$ cat config.mk
export PLATFORM = sky130hd
export DESIGN_NAME = btn_cmd_arbiter
export DESIGN_NICKNAME = d
export VERILOG_FILES = /design/src/rtl/btn_cmd_arbiter.sv
export SDC_FILE = /design/constraint.sdc
export NUM_CORES = 1
export LEC_CHECK = 0
export ABC_AREA = 1
export BUFFER_PORTS_ARGS = -buffer_cell sky130_fd_sc_hd__buf_2
export CAP_MARGIN = 20
export CORE_MARGIN = 5
export CORE_UTILIZATION = 58
export CTS_CLUSTER_SIZE = 10
export DETAILED_ROUTE_END_ITERATION = 8
export PLACE_DENSITY = 0.75
export SYNTH_ARGS = -nofsm -noshare
export SYNTH_HDL_FRONTEND = slang
export SYNTH_SLANG_ARGS = --single-unit
$ cat constraint.sdc
create_clock -name clk -period 3.5 [get_ports clk]
set_input_delay 0.35 -clock clk [delete_from_list [all_inputs] [get_ports clk]]
set_output_delay 0.35 -clock clk [all_outputs]
set_load 0.1 [all_outputs]
$ cat src/rtl/btn_cmd_arbiter.sv
// Round-robin arbiter that latches button presses and hands them one at a time to a valid/ack command port.
// Define BTN_ARB_FIXED_PRI_EN to build fixed lowest-index-wins priority instead of round-robin.
module btn_cmd_arbiter #(
  parameter int N       = 4,
  parameter int IDW     = 2,
  parameter int TIMEOUT = 1000
) (
  input  logic           clk,
  input  logic           rst,
  input  logic [N-1:0]   req,
  input  logic           cmd_ack,
  output logic           cmd_valid,
  output logic [IDW-1:0] cmd_id,
  output logic [N-1:0]   pending,
  output logic           timeout,
  output logic [7:0]     ovf_cnt
);

  typedef enum logic {IDLE, BUSY} state_e;

  localparam bit          TIMEOUT_EN = (TIMEOUT != 0);
  localparam logic [15:0] TIMER_LAST = (TIMEOUT > 0) ? 16'(TIMEOUT - 1) : 16'd0;

  state_e         state_q, state_d;
  logic [N-1:0]   pending_q, pending_d;
  logic [N-1:0]   grant, lost;
  logic [IDW-1:0] id_q, id_d, winner;
  logic           found;
  logic [15:0]    timer_q, timer_d;
  logic           timeout_q, timeout_d;
  logic [7:0]     ovf_q, ovf_d;
  logic [8:0]     ovf_sum;
`ifndef BTN_ARB_FIXED_PRI_EN
  logic [IDW-1:0] last_q, last_d;
`endif

  // Winner search; round-robin looks above the last served index first, then wraps to the lowest set bit.
  always_comb begin
    winner = '0;
    found  = 1'b0;
`ifdef BTN_ARB_FIXED_PRI_EN
    for (int k = 0; k < N; k++) begin
      if (!found && pending_q[k]) begin
        found  = 1'b1;
        winner = IDW'(k);
      end
    end
`else
    for (int k = 0; k < N; k++) begin
      if (!found && pending_q[k] && (IDW'(k) > last_q)) begin
        found  = 1'b1;
        winner = IDW'(k);
      end
    end
    for (int k = 0; k < N; k++) begin
      if (!found && pending_q[k]) begin
        found  = 1'b1;
        winner = IDW'(k);
      end
    end
`endif
  end

  always_comb begin
    grant = '0;
    if (state_q == IDLE && found) begin
      grant = {{(N-1){1'b0}}, 1'b1} << winner;
    end
    // A press on the bit being granted this cycle is a fresh request, not a lost one.
    pending_d = (pending_q & ~grant) | req;
    lost      = req & pending_q & ~grant;
    ovf_sum   = {1'b0, ovf_q} + 9'($countones(lost));
    ovf_d     = ovf_sum[8] ? 8'hFF : ovf_sum[7:0];
  end

  always_comb begin
    state_d   = state_q;
    id_d      = id_q;
    timer_d   = timer_q;
    timeout_d = 1'b0;
`ifndef BTN_ARB_FIXED_PRI_EN
    last_d    = last_q;
`endif
    case (state_q)
      IDLE: begin
        if (found) begin
          id_d    = winner;
          timer_d = '0;
          state_d = BUSY;
        end
      end
      BUSY: begin
        if (cmd_ack) begin
`ifndef BTN_ARB_FIXED_PRI_EN
          last_d  = id_q;
`endif
          state_d = IDLE;
        end else if (TIMEOUT_EN && timer_q == TIMER_LAST) begin
          // The unacknowledged command is dropped, not re-queued.
          timeout_d = 1'b1;
`ifndef BTN_ARB_FIXED_PRI_EN
          last_d    = id_q;
`endif
          state_d   = IDLE;
        end else begin
          timer_d = timer_q + 16'd1;
        end
      end
      default: state_d = IDLE;
    endcase
  end

  always_ff @(posedge clk or negedge rst) begin
    if (!rst) begin
      state_q   <= IDLE;
      pending_q <= '0;
      id_q      <= '0;
      timer_q   <= '0;
      timeout_q <= 1'b0;
      ovf_q     <= '0;
`ifndef BTN_ARB_FIXED_PRI_EN
      last_q    <= IDW'(N - 1);
`endif
    end else begin
      state_q   <= state_d;
      pending_q <= pending_d;
      id_q      <= id_d;
      timer_q   <= timer_d;
      timeout_q <= timeout_d;
      ovf_q     <= ovf_d;
`ifndef BTN_ARB_FIXED_PRI_EN
      last_q    <= last_d;
`endif
    end
  end

  assign cmd_valid = (state_q == BUSY);
  assign cmd_id    = id_q;
  assign pending   = pending_q;
  assign timeout   = timeout_q;
  assign ovf_cnt   = ovf_q;

endmodule

### Word-level counts from Yosys, hierarchy flattened

Cells that the tools add are included.

| cells by class | value |
|---|---|
| div/mod/pow operators | 0 |
| order comparisons | 4 |
| add/subtract/negate cells | 5 |
| reduce and logical (&&, ||, !) cells | 23 |
| eq/ne operators | 4 |
| muxes and demuxes | 30 |
| multipliers | 0 |
| bitwise gates (word level) | 6 |
| shifts and indexed selects | 1 |

Operators with widths:

| cell | number |
|---|---|
| 2-to-1 mux 16 bit | 3 |
| case mux 16 bit (2 select lines) | 1 |
| adder 16 x 1 -> 16 bit (second input constant) | 1 |
| equality test 16 x 10 -> 1 bit (second input constant) | 1 |
| 2-to-1 mux 2 bit | 8 |
| 2-to-1 mux 1 bit | 15 |
| bitwise AND 4 bit | 3 |
| logical AND 1 bit | 12 |
| adder 8 x 3 -> 9 bit | 1 |
| 2-to-1 mux 8 bit | 1 |
| zero test 1 bit | 7 |
| != test 2 bit (second input constant) | 3 |
| adder 1 x 1 -> 2 bit | 2 |
| greater-than comparator 1 x 2 -> 1 bit (first input constant) | 2 |
| greater-than comparator 2 bit (first input constant) | 2 |
| 2-to-1 mux 4 bit | 1 |
| NOT 4 bit | 1 |
| OR 4 bit | 1 |
| AND reduction 2 bit | 2 |
| left shift 1 x 2 -> 4 bit (first input constant) | 1 |
| adder 2 x 2 -> 3 bit | 1 |
| AND reduction 3 bit | 1 |
| case mux 1 bit (2 select lines) | 1 |
| nonzero test 2 bit | 1 |
| NOT 1 bit | 1 |

| word-level totals | value |
|---|---|
| memories kept | 0 |
| output and inout port bits | 16 |
| input bits | 7 |
| bits in read-only memories | 0 |
| bits in writable memories | 0 |
| logic and storage cells | 80 |
| bits in registers | 34 |
| bits in latches | 0 |

### Depth between registers and ports, before layout

Gate-level depths: netlist (run 1).

| depth | value |
|---|---|
| depth in word-level cells | 35 |
| gate-level depth with buffers | 19 |
| gate-level depth less buffers | 19 |

### Worst setup path after synthesis (run 1)

OpenSTA, ideal clock, no wires.

| timing path | value |
|---|---|
| path kind | reg-to-reg |
| start point | register pending_q[2] (netlist: pending[2]) |
| end point | register ovf_q[7] (netlist: ovf_cnt[7]) |
| cell stages (with the launch flop) | 16 |
| arrival | 3.725 ns |
| period minus slack after synthesis | 3.818 ns |
| path buffers | 0 |
| path slack | -0.318 ns |
| setup time | 0.092 ns |
| data required time | 3.408 ns |
| cell sequence | dfrtp_1 nand2_1 nand4_2 nor2_1 a21oi_1 nand3_1 nand3_1 fa_1 fa_1 inv_1 fa_1 nand2_1 inv_1 nand3_1 a21boi_0 o21ai_0 |

| between the ends | value |
|---|---|
| longest elaborated chain between the ends | 27 |
| elaborated cells on any way between the ends | 36 |
| those cells by class | 4 x add/sub; 1 x shift; 14 x mux; 3 x bitwise; 14 x reduce/logical |

Ends and longest elaborated chain:

| element | RTL line | text |
|---|---|---|
| start: declaration | 25 | `logic [N-1:0] pending_q, pending_d;` |
| start signal: assignment | 126 | `pending_q <= pending_d;` |
| logical AND 1 bit (2 in series) | 50 | `if (!found && pending_q[k] && (IDW'(k) > last_q)) begin` |
| 2-to-1 mux 1 bit | 50 |  |
| zero test 1 bit | 50 |  |
| logical AND 1 bit (2 in series) | 50 |  |
| 2-to-1 mux 1 bit | 50 |  |
| zero test 1 bit | 56 | `if (!found && pending_q[k]) begin` |
| logical AND 1 bit | 56 |  |
| 2-to-1 mux 1 bit | 56 |  |
| (+10 left out) | - |  |
| 2-to-1 mux 4 bit | 66 | `if (state_q == IDLE && found) begin` |
| NOT 4 bit | 71 | `lost = req & pending_q & ~grant;` |
| bitwise AND 4 bit (*) | 71 |  |
| adder 1 x 1 -> 2 bit (not written as such) | 72 | `ovf_sum = {1'b0, ovf_q} + 9'($countones(lost));` |
| adder 2 x 2 -> 3 bit (not written as such) (*) | 72 |  |
| adder 8 x 3 -> 9 bit (*) | 72 |  |
| 2-to-1 mux 8 bit (*) | 73 | `ovf_d = ovf_sum[8] ? 8'hFF : ovf_sum[7:0];` |
| via ovf_d[7] | 31 | `logic [7:0] ovf_q, ovf_d;` |
| end signal: assignment | 130 | `ovf_q <= ovf_d;` |
| end: declaration | 31 |  |

The timed path passes the listed nets; every way through them passes the cells marked *.
A chain may end at the register's enable or synchronous reset.

### Worst setup path in the final report (run 1)

| timing path | value |
|---|---|
| start point | register last_q[1] |
| end point | register ovf_q[7] (netlist: ovf_cnt[7]) |

| between the ends | value |
|---|---|
| longest elaborated chain between the ends | 35 |
| elaborated cells on any way between the ends | 47 |
| those cells by class | 4 x add/sub; 4 x order compare; 1 x shift; 17 x mux; 2 x bitwise; 19 x reduce/logical |

Ends and longest elaborated chain:

| element | RTL line | text |
|---|---|---|
| start: declaration | 34 | `logic [IDW-1:0] last_q, last_d;` |
| start signal: assignment | 122 | `last_q <= IDW'(N - 1);` |
| start signal: assignment | 132 | `last_q <= last_d;` |
| greater-than comparator 1 x 2 -> 1 bit | 50 |  |
| logical AND 1 bit | 50 |  |
| 2-to-1 mux 1 bit | 50 |  |
| zero test 1 bit | 50 |  |
| logical AND 1 bit (2 in series) | 50 |  |
| 2-to-1 mux 1 bit | 50 |  |
| zero test 1 bit | 50 |  |
| logical AND 1 bit (2 in series) | 50 |  |
| (+18 left out) | - |  |
| 2-to-1 mux 4 bit (*) | 66 |  |
| NOT 4 bit (*) | 71 |  |
| bitwise AND 4 bit (*) | 71 |  |
| adder 1 x 1 -> 2 bit (not written as such) | 72 |  |
| adder 2 x 2 -> 3 bit (not written as such) (*) | 72 |  |
| adder 8 x 3 -> 9 bit (*) | 72 |  |
| 2-to-1 mux 8 bit (*) | 73 |  |
| via ovf_d[7] | 31 |  |

Marks and branches as above.

==> results of run 1 <==
[routing by layer]
metal	vias up	routed length [um]
met2	35	2140
met5	-	0
li1	974	-
met1	857	1940
met3	8	162
met4	0	65
[cells by family after synthesis]
logic type	Yosys count	share of synthesized area
AO/OA/AOI/OAI	18	0.0445
buffers and inverters	41	0.0848
AND/OR/NAND/NOR	185	0.394
adder cells (fa/ha/maj)	5	0.0409
XOR/XNOR	6	0.0253
flip-flops	34	0.410
[sequential cells by signal, indices dropped and copies added (netlist names)]
name and flops:
timer_q 16, ovf_cnt 8, pending 4, cmd_id 2, last_q 2, cmd_valid 1
timeout 1
[through the flow]
stage / instance area, sq um / worst slack (ps) / instances / util / TNS (ps)
finish: 2330 / 298 / 360 / 0.681 / 0
floorplan: 2090 / 53.9 / 289 / - / 0
global placement: 2210 / 310 / 352 / 0.648 / 0
CTS: 2290 / 177 / 360 / 0.671 / 0
global route: 2330 / -5.20 / 360 / 0.681 / -5.20
detailed placement: 2210 / 193 / 352 / 0.648 / 0
[placed cells by master, fill, tap and decap left out]
cell      netlist  routed
nand3_1        40      39
inv_2           1       1
nor2_4          0       1
nor3_2          0       1
nand2_4         1       1
nand2_2         1       3
fa_1            3       3
dfrtp_1        32      28
inv_1          35      35
a21oi_1         2       1
ha_1            2       2
nor3_1         13      12
clkbuf_4        0       5
nand3b_1        2       2
nor2_1         36      35
nor4_2          1       1
nand2_1        85      83
a21boi_0        1       1
a21oi_2         0       1
xor2_1          6       6
buf_2           0      22
dfrtp_2         0       4
clkbuf_8        0       3
nor3b_1         1       1
nand4_1         3       3
nand3_4         1       1
nand4_4         0       1
o21ai_0        15      14
o21ai_1         0       1
nand3_2         0       1
dfstp_2         2       2
[critical path, delay by kind of cell (launching register included)]
kind / cells / cell delay (ps)
flip-flops: 1 / 570
AO/OA/AOI/OAI: 3 / 320
adder cells (fa/ha/maj): 3 / 1080
buffers and inverters: 2 / 200
AND/OR/NAND/NOR: 9 / 990
[cell type report]
class	instances	area, sq um	share of cell area
clock buffer	8	78.8	0.0339
tap	46	57.6	0.0247
multi-input combinational	214	1090	0.467
inverter	36	135	0.0581
sequential	34	858	0.369
timing repair buffer	22	110	0.0473
[timing repair]
item,in CTS,in global routing
hold buffers,0,0
gates resized for setup,0,9
endpoints found under the setup margin,0,7
hold endpoints to repair,0,0
setup buffers,0,0
[worst min-delay path by stage]
| stage | start | end | slack, ps |
|---|---|---|---|
| finish | rst | timer_q[3] | 50 |
| global route | rst | timer_q[13] | 110 |
| floorplan | rst | cmd_id[0] | 50 |
| CTS | rst | timer_q[13] | 70 |
| global placement | rst | timer_q[2] | 460 |
| detailed placement | rst | timer_q[3] | 460 |
==> metrics.md, run 1 <==
| Metric | Value |
|---|---|
| Ys flop type | `dfrtp_1` |
| Met1 Use GR | `0.237` |
| Area grow syn2layout | `11.8%` |
| Gr usage total | `0.190` |
| Synthesized Nets | `301` |
| Synth cell count leaders | `nand2_1 (85), nand3_1 (40), nor2_1 (36), inv_1 (35), dfrtp_1 (32)` |
| FILL cells | `314` |
| Drt total wl | `4300 um` |
| Starting Density | `0.609` |
| CP most frequent cell | `nand2_1` |
| Clock Sinks | `34` |
| Critical Path AT | `3480 ps` |
| CP max-delay cell | `dfstp_2` |
| I/O Pins | `23` |
| H-tree depth | `2` |
| CTS buffer count | `5` |
| Most frequent cell after synthesis | `nand2_1` |
| Top area cells in the synthesized netlist | `dfrtp_1 (38%), nand2_1 (15%), nand3_1 (9.6%), nor2_1 (6.5%), inv_1 (6.3%)` |
| Tightest Hold Check Type | `input pin to async pin` |
| EDFF count, synth | `0` |
| DRT Pass-1 Iters | `4` |
| Syn avg cell area | `7.20 sq um` |
| Via count | `1874` |
| Slew HR | `0.492` |
| Layout cells sized above 1 | `0.153` |
| Reg-to-reg startpoint | `last_q[1]` |
| Die H | `69.9 um` |
| CP required | `3780 ps` |
| Mapped Area | `0.00208 sq mm` |
| Syn. warnings | `0` |
| PortBufs | `22` |
| Worst-Skew Late Latency | `340 ps` |
| CP Launch Point | `last_q[1]` |
| Final hold violation count | `0` |
| CTS tree | `done` |
| Crit path time final | `3200 ps` |
| Setup crit end kind | `flop` |
| Row count | `21` |
| Congestion Overflow GR | `0` |
| Final period utilization | `0.915` |
| Critical path's largest stage delay | `570 ps` |
| Die width | `69.9 um` |
| Worst-path clk slew | `110 ps` |
| Pins over their slew limit | `0` |
| Largest net degree at the start of global routing | `35` |
| GR peak layer | `met2` |
| # setup viols final | `0` |
| Global-route wire length before repair | `7520 um` |
| Initial antenna violation count | `0` |
| Die area | `0.00489 sq mm` |
| Fmax | `312 MHz` |
| Vias in the first global route | `1707` |
| Max-Cap Viols | `0` |
| DR iter-0 viols | `99` |
| Async SR Flop Fraction | `1.00` |
| Core area | `0.00342 sq mm` |
| Met3 Usage GRT | `0.0516` |
| Nets | `325` |
| Root buffer cell | `clkbuf_4` |
| Critical path type | `flop to flop` |
| Final Skew | `13.7 ps` |
| N_diodes | `0` |
| CP max FO | `7` |
| Met2 Track Usage GR | `0.314` |
| Synth Register Bits | `34` |
| Worst-path cell chain | `nand2_1 > nand2_2 > nand2_1 > nand2_1 > o21ai_1 > nor2_1 > nand3_1 > nand3_1 > fa_1 > fa_1 > inv_1 > fa_1 > nand2_1 > inv_1 > nand3_2 > a21boi_0 > o21ai_0` |
| Post-synth cell types | `25` |
| Routed wire per std cell | `12.0 um` |
| DRC | `0` |
| Status | `finished, final reports clean` |
| Hold slack | `54.6 ps` |
| Final ANT Viol Nets | `0` |
| Crit path to | `ovf_cnt[7]` |
| Sequential share of the synthesized area | `0.410` |
| RR Endpoint | `ovf_cnt[7]` |
| Area leader, netlist | `dfrtp_1` |
| Final Wtd Congestion | `0.899` |
| Register-to-Register Path Depth | `17` |
| Top-area cell type share of the netlist area | `0.385` |
| Slew at the pin closest to its max-slew limit | `762 ps` |
| Vias/cell | `5.21` |
| Clock tree buffer depth | `2` |
| DP Wirelength | `3100 um` |
| Reg2Reg Setup Slack | `300 ps` |
| Post-Syn Instances | `289` |
| Startpoint types | `flop` |
Power of run 1 is not shown: default switching activity piles up to over one toggle a cycle in this logic, so the estimate is an artifact.
==> run 2, diff against run 1 <==
--- a/config.mk
+++ b/config.mk
@@ -5,14 +5,14 @@
 export SDC_FILE = /design/constraint.sdc
 export NUM_CORES = 1
 export LEC_CHECK = 0
-export ABC_AREA = 1
+export ABC_AREA = 0
 export BUFFER_PORTS_ARGS = -buffer_cell sky130_fd_sc_hd__buf_2
 export CAP_MARGIN = 20
 export CORE_MARGIN = 5
-export CORE_UTILIZATION = 58
+export CORE_UTILIZATION = 57
 export CTS_CLUSTER_SIZE = 10
 export DETAILED_ROUTE_END_ITERATION = 8
-export PLACE_DENSITY = 0.75
+export PLACE_DENSITY = 0.79
 export SYNTH_ARGS = -nofsm -noshare
 export SYNTH_HDL_FRONTEND = slang
 export SYNTH_SLANG_ARGS = --single-unit
==> run 2 against run 1 <==
  * Fmax shrank 3.7%
  * Core utilization shrank 0.31 points
  * Count of clock-buffer cells in the layout shrank 3
  * Worst setup slack lost 120 ps
  * Global-route usage grew 1.1 points
  * Clock skew shrank 1.7 ps
  * Flip-flop and latch count is the same
  * Via count shrank 17%
  * Cell count shrank 28%
  * Synthesized cell count shrank 35%
  * Critical path type unchanged
  * Critical endpoint is now ovf_cnt[3]
==> metrics.md, run 2 <==
| Metric | Value |
|---|---|
| Synth Register Bits | `34 (unchanged)` |
| Via count | `1563 (-17%)` |
| Ys flop type | `dfrtp_1` |
| Max-Cap Viols | `0 (unchanged)` |
| Final Wtd Congestion | `0.823 (-8.4%)` |
| FILL cells | `265 (-16%)` |
| Mapped Area | `0.00186 sq mm (-11%)` |
| PortBufs | `22 (unchanged)` |
| N_diodes | `0 (unchanged)` |
| Congestion Overflow GR | `0 (unchanged)` |
| Pins over their slew limit | `0 (unchanged)` |
| Vias in the first global route | `1439 (-16%)` |
| Top-area cell type share of the netlist area | `0.431 (+0.0458)` |
| Syn. warnings | `0 (unchanged)` |
| Cell Count, Final, Fillers Out | `260 (-28%)` |
| Final ANT Viol Nets | `0 (unchanged)` |
| DRT Pass-1 Iters | `4 (unchanged)` |
| Startpoint types | `flop` |
| Vias/cell | `6.01 (+15%)` |
| Post_cts resized | `0 (unchanged)` |
| Critical Path AT | `3600 ps (+120 ps)` |
| Total setup buffers inserted after CTS | `0 (unchanged)` |
| Post-synth cell types | `45 (+80%)` |
| Largest net degree at the start of global routing | `35 (unchanged)` |
| DRC | `0 (unchanged)` |
| CTS buffer count | `5 (unchanged)` |
| EDFF count, synth | `0 (unchanged)` |
| Fmax | `301 MHz (-3.7%)` |
| CP Launch Point | `last_q[0]` |
| Most frequent cell after synthesis | `dfrtp_1` |
| Layout cells sized above 1 | `0.250 (+0.0971)` |
| Root buffer cell | `clkbuf_4` |
| Area grow syn2layout | `13.1%` |
| Placed cell count | `252 (-28%)` |
| Final period utilization | `0.950 (+0.0353)` |
| Status | `finished, final reports clean` |
| Slew at the pin closest to its max-slew limit | `750 ps (-11.3 ps)` |
| PnR worst setup slack | `174 ps (-124 ps)` |
| Area leader, netlist | `dfrtp_1` |
| Final Skew | `12.1 ps (-1.65 ps)` |
| Sequential share of the synthesized area | `0.459 (+0.0488)` |
| DP Wirelength | `2850 um (-8.1%)` |
| Post-Syn Instances | `189 (-35%)` |
| Most frequent cells in the layout | `dfrtp_1 (28), buf_2 (22), nand2_1 (14), nor2_1 (13)` |
| Clock Sinks | `34 (unchanged)` |
| Gr usage total | `0.201 (+0.0111)` |
| Initial antenna violation count | `0 (unchanged)` |
| CTS tree | `done` |
| Clock tree buffer depth | `2 (unchanged)` |
| DR iter-0 viols | `167 (+69%)` |
| Nets | `227 (-30%)` |
| Row count | `20 (-4.8%)` |
| Global-route wire length before repair | `6800 um (-9.5%)` |
| Leading cell type in the layout, fill and taps excluded | `dfrtp_1` |
| Starting Density | `0.599 (-0.00996)` |
| Worst-Skew Late Latency | `340 ps (about the same)` |
| Top area cells in the synthesized netlist | `dfrtp_1 (43%), fa_1 (3.2%), nand3_1 (3.2%), o21ai_0 (3.0%), dfstp_2 (2.8%)` |
| Max FFs per register | `16 (unchanged)` |
| Die width | `67.1 um (-4.0%)` |
| Crit path time final | `3330 ps (+124 ps)` |
| Drt total wl | `3970 um (-7.9%)` |
| Worst-path clk slew | `110 ps (about the same)` |
| Syn avg cell area | `9.84 sq um (+37%)` |
| Die area | `0.00450 sq mm (-7.8%)` |
| # hold bufs at CTS | `0 (unchanged)` |
| Layout Utilization | `0.678 (-0.00313)` |
| H-tree depth | `2 (unchanged)` |
| CP required | `3770 ps (about the same)` |
| Critical path type | `flop to flop` |
| Synth cell count leaders | `dfrtp_1 (32), nand2_1 (14), nor2_1 (13), nand3_1 (12), o21ai_0 (11)` |
| Setup crit end kind | `flop` |
| I/O Pins | `23 (unchanged)` |
| Routed wire per std cell | `15.3 um (+28%)` |
| Setup WS pre-CTS | `174 ps (-18.7 ps)` |
| # setup viols final | `0 (unchanged)` |
| CP max FO | `6 (-1)` |
| Core area | `0.00310 sq mm (-9.2%)` |
| Tightest Hold Check Type | `input pin to async pin` |
| Async SR Flop Fraction | `1.00 (unchanged)` |
| Top reg by flops | `timer_q` |
| Reg-to-reg startpoint | `last_q[0]` |
| Synthesized Nets | `201 (-33%)` |
| Final hold violation count | `0 (unchanged)` |
| Die H | `67.1 um (-4.0%)` |
| Slew HR | `0.500 (+0.00753)` |
-- run 2: final timing paths --
path / slack (ps) / depth (start not counted) / endpoint
setup / recovery: 170 / 12 / ovf_cnt[3]
hold / removal: 60 / 1 / pending[0]
setup reg to reg: 170 / 12 / ovf_cnt[3]
hold reg to reg: 520 / 1 / timer_q[15]
max in group asynchronous: 2930 / 1 / pending[2]
min in group clk: 270 / 3 / pending[2]
-- run 2: cell families after synthesis --
family                   count (synthesis)  share of synthesized area
AND/OR/NAND/NOR                         87                      0.264
flip-flops                              34                      0.459
multiplexers                             3                     0.0182
AO/OA/AOI/OAI                           38                      0.143
buffers and inverters                   13                     0.0269
adder cells (fa/ha/maj)                  5                     0.0458
XOR/XNOR                                 9                     0.0424
-- run 2: per-stage QoR --
stage / instance area [sq um] / hold slack, ps / setup TNS (ps)
after CTS: 2100 / 79.4 / 0
after floorplan: 1860 / 54.4 / 0
after global routing: 2100 / 125 / -1.31
after detailed placement: 2020 / 462 / 0
after global placement: 2020 / 448 / 0
final: 2100 / 62.9 / 0
-- run 2: final cells by class --
type / count / area, sq um / area share
well taps: 44 / 55.1 / 0.0262
clock buffers: 5 / 37.5 / 0.0178
clock inverters: 3 / 40.0 / 0.0190
multi-input cells: 142 / 961 / 0.457
flip-flops and latches: 34 / 858 / 0.408
repair buffers: 23 / 118 / 0.0559
inverters: 9 / 33.8 / 0.0161
-- run 2: worst max-delay path, cell delays in order (launching register included) --
cell and delay, ps:
dfstp_2 550, nand2b_1 130, o221ai_1 180, or2_2 340, o211ai_1 210, fa_1 480, fa_1 450, inv_1 80
fa_1 230, nand2_1 90, nor2_1 220, nand3_2 170, nand2_1 110
-- run 2: routing by layer --
layer / GRT usage / vias to the layer above / share of wire
met1: 0.273 / 762 / 0.46
met5: 0 / - / 0
met4: 0.0734 / 0 / 0.013
li1: - / 731 / -
met3: 0.0506 / 7 / 0.060
met2: 0.310 / 63 / 0.47
Power of run 2 is left out for the same reason.
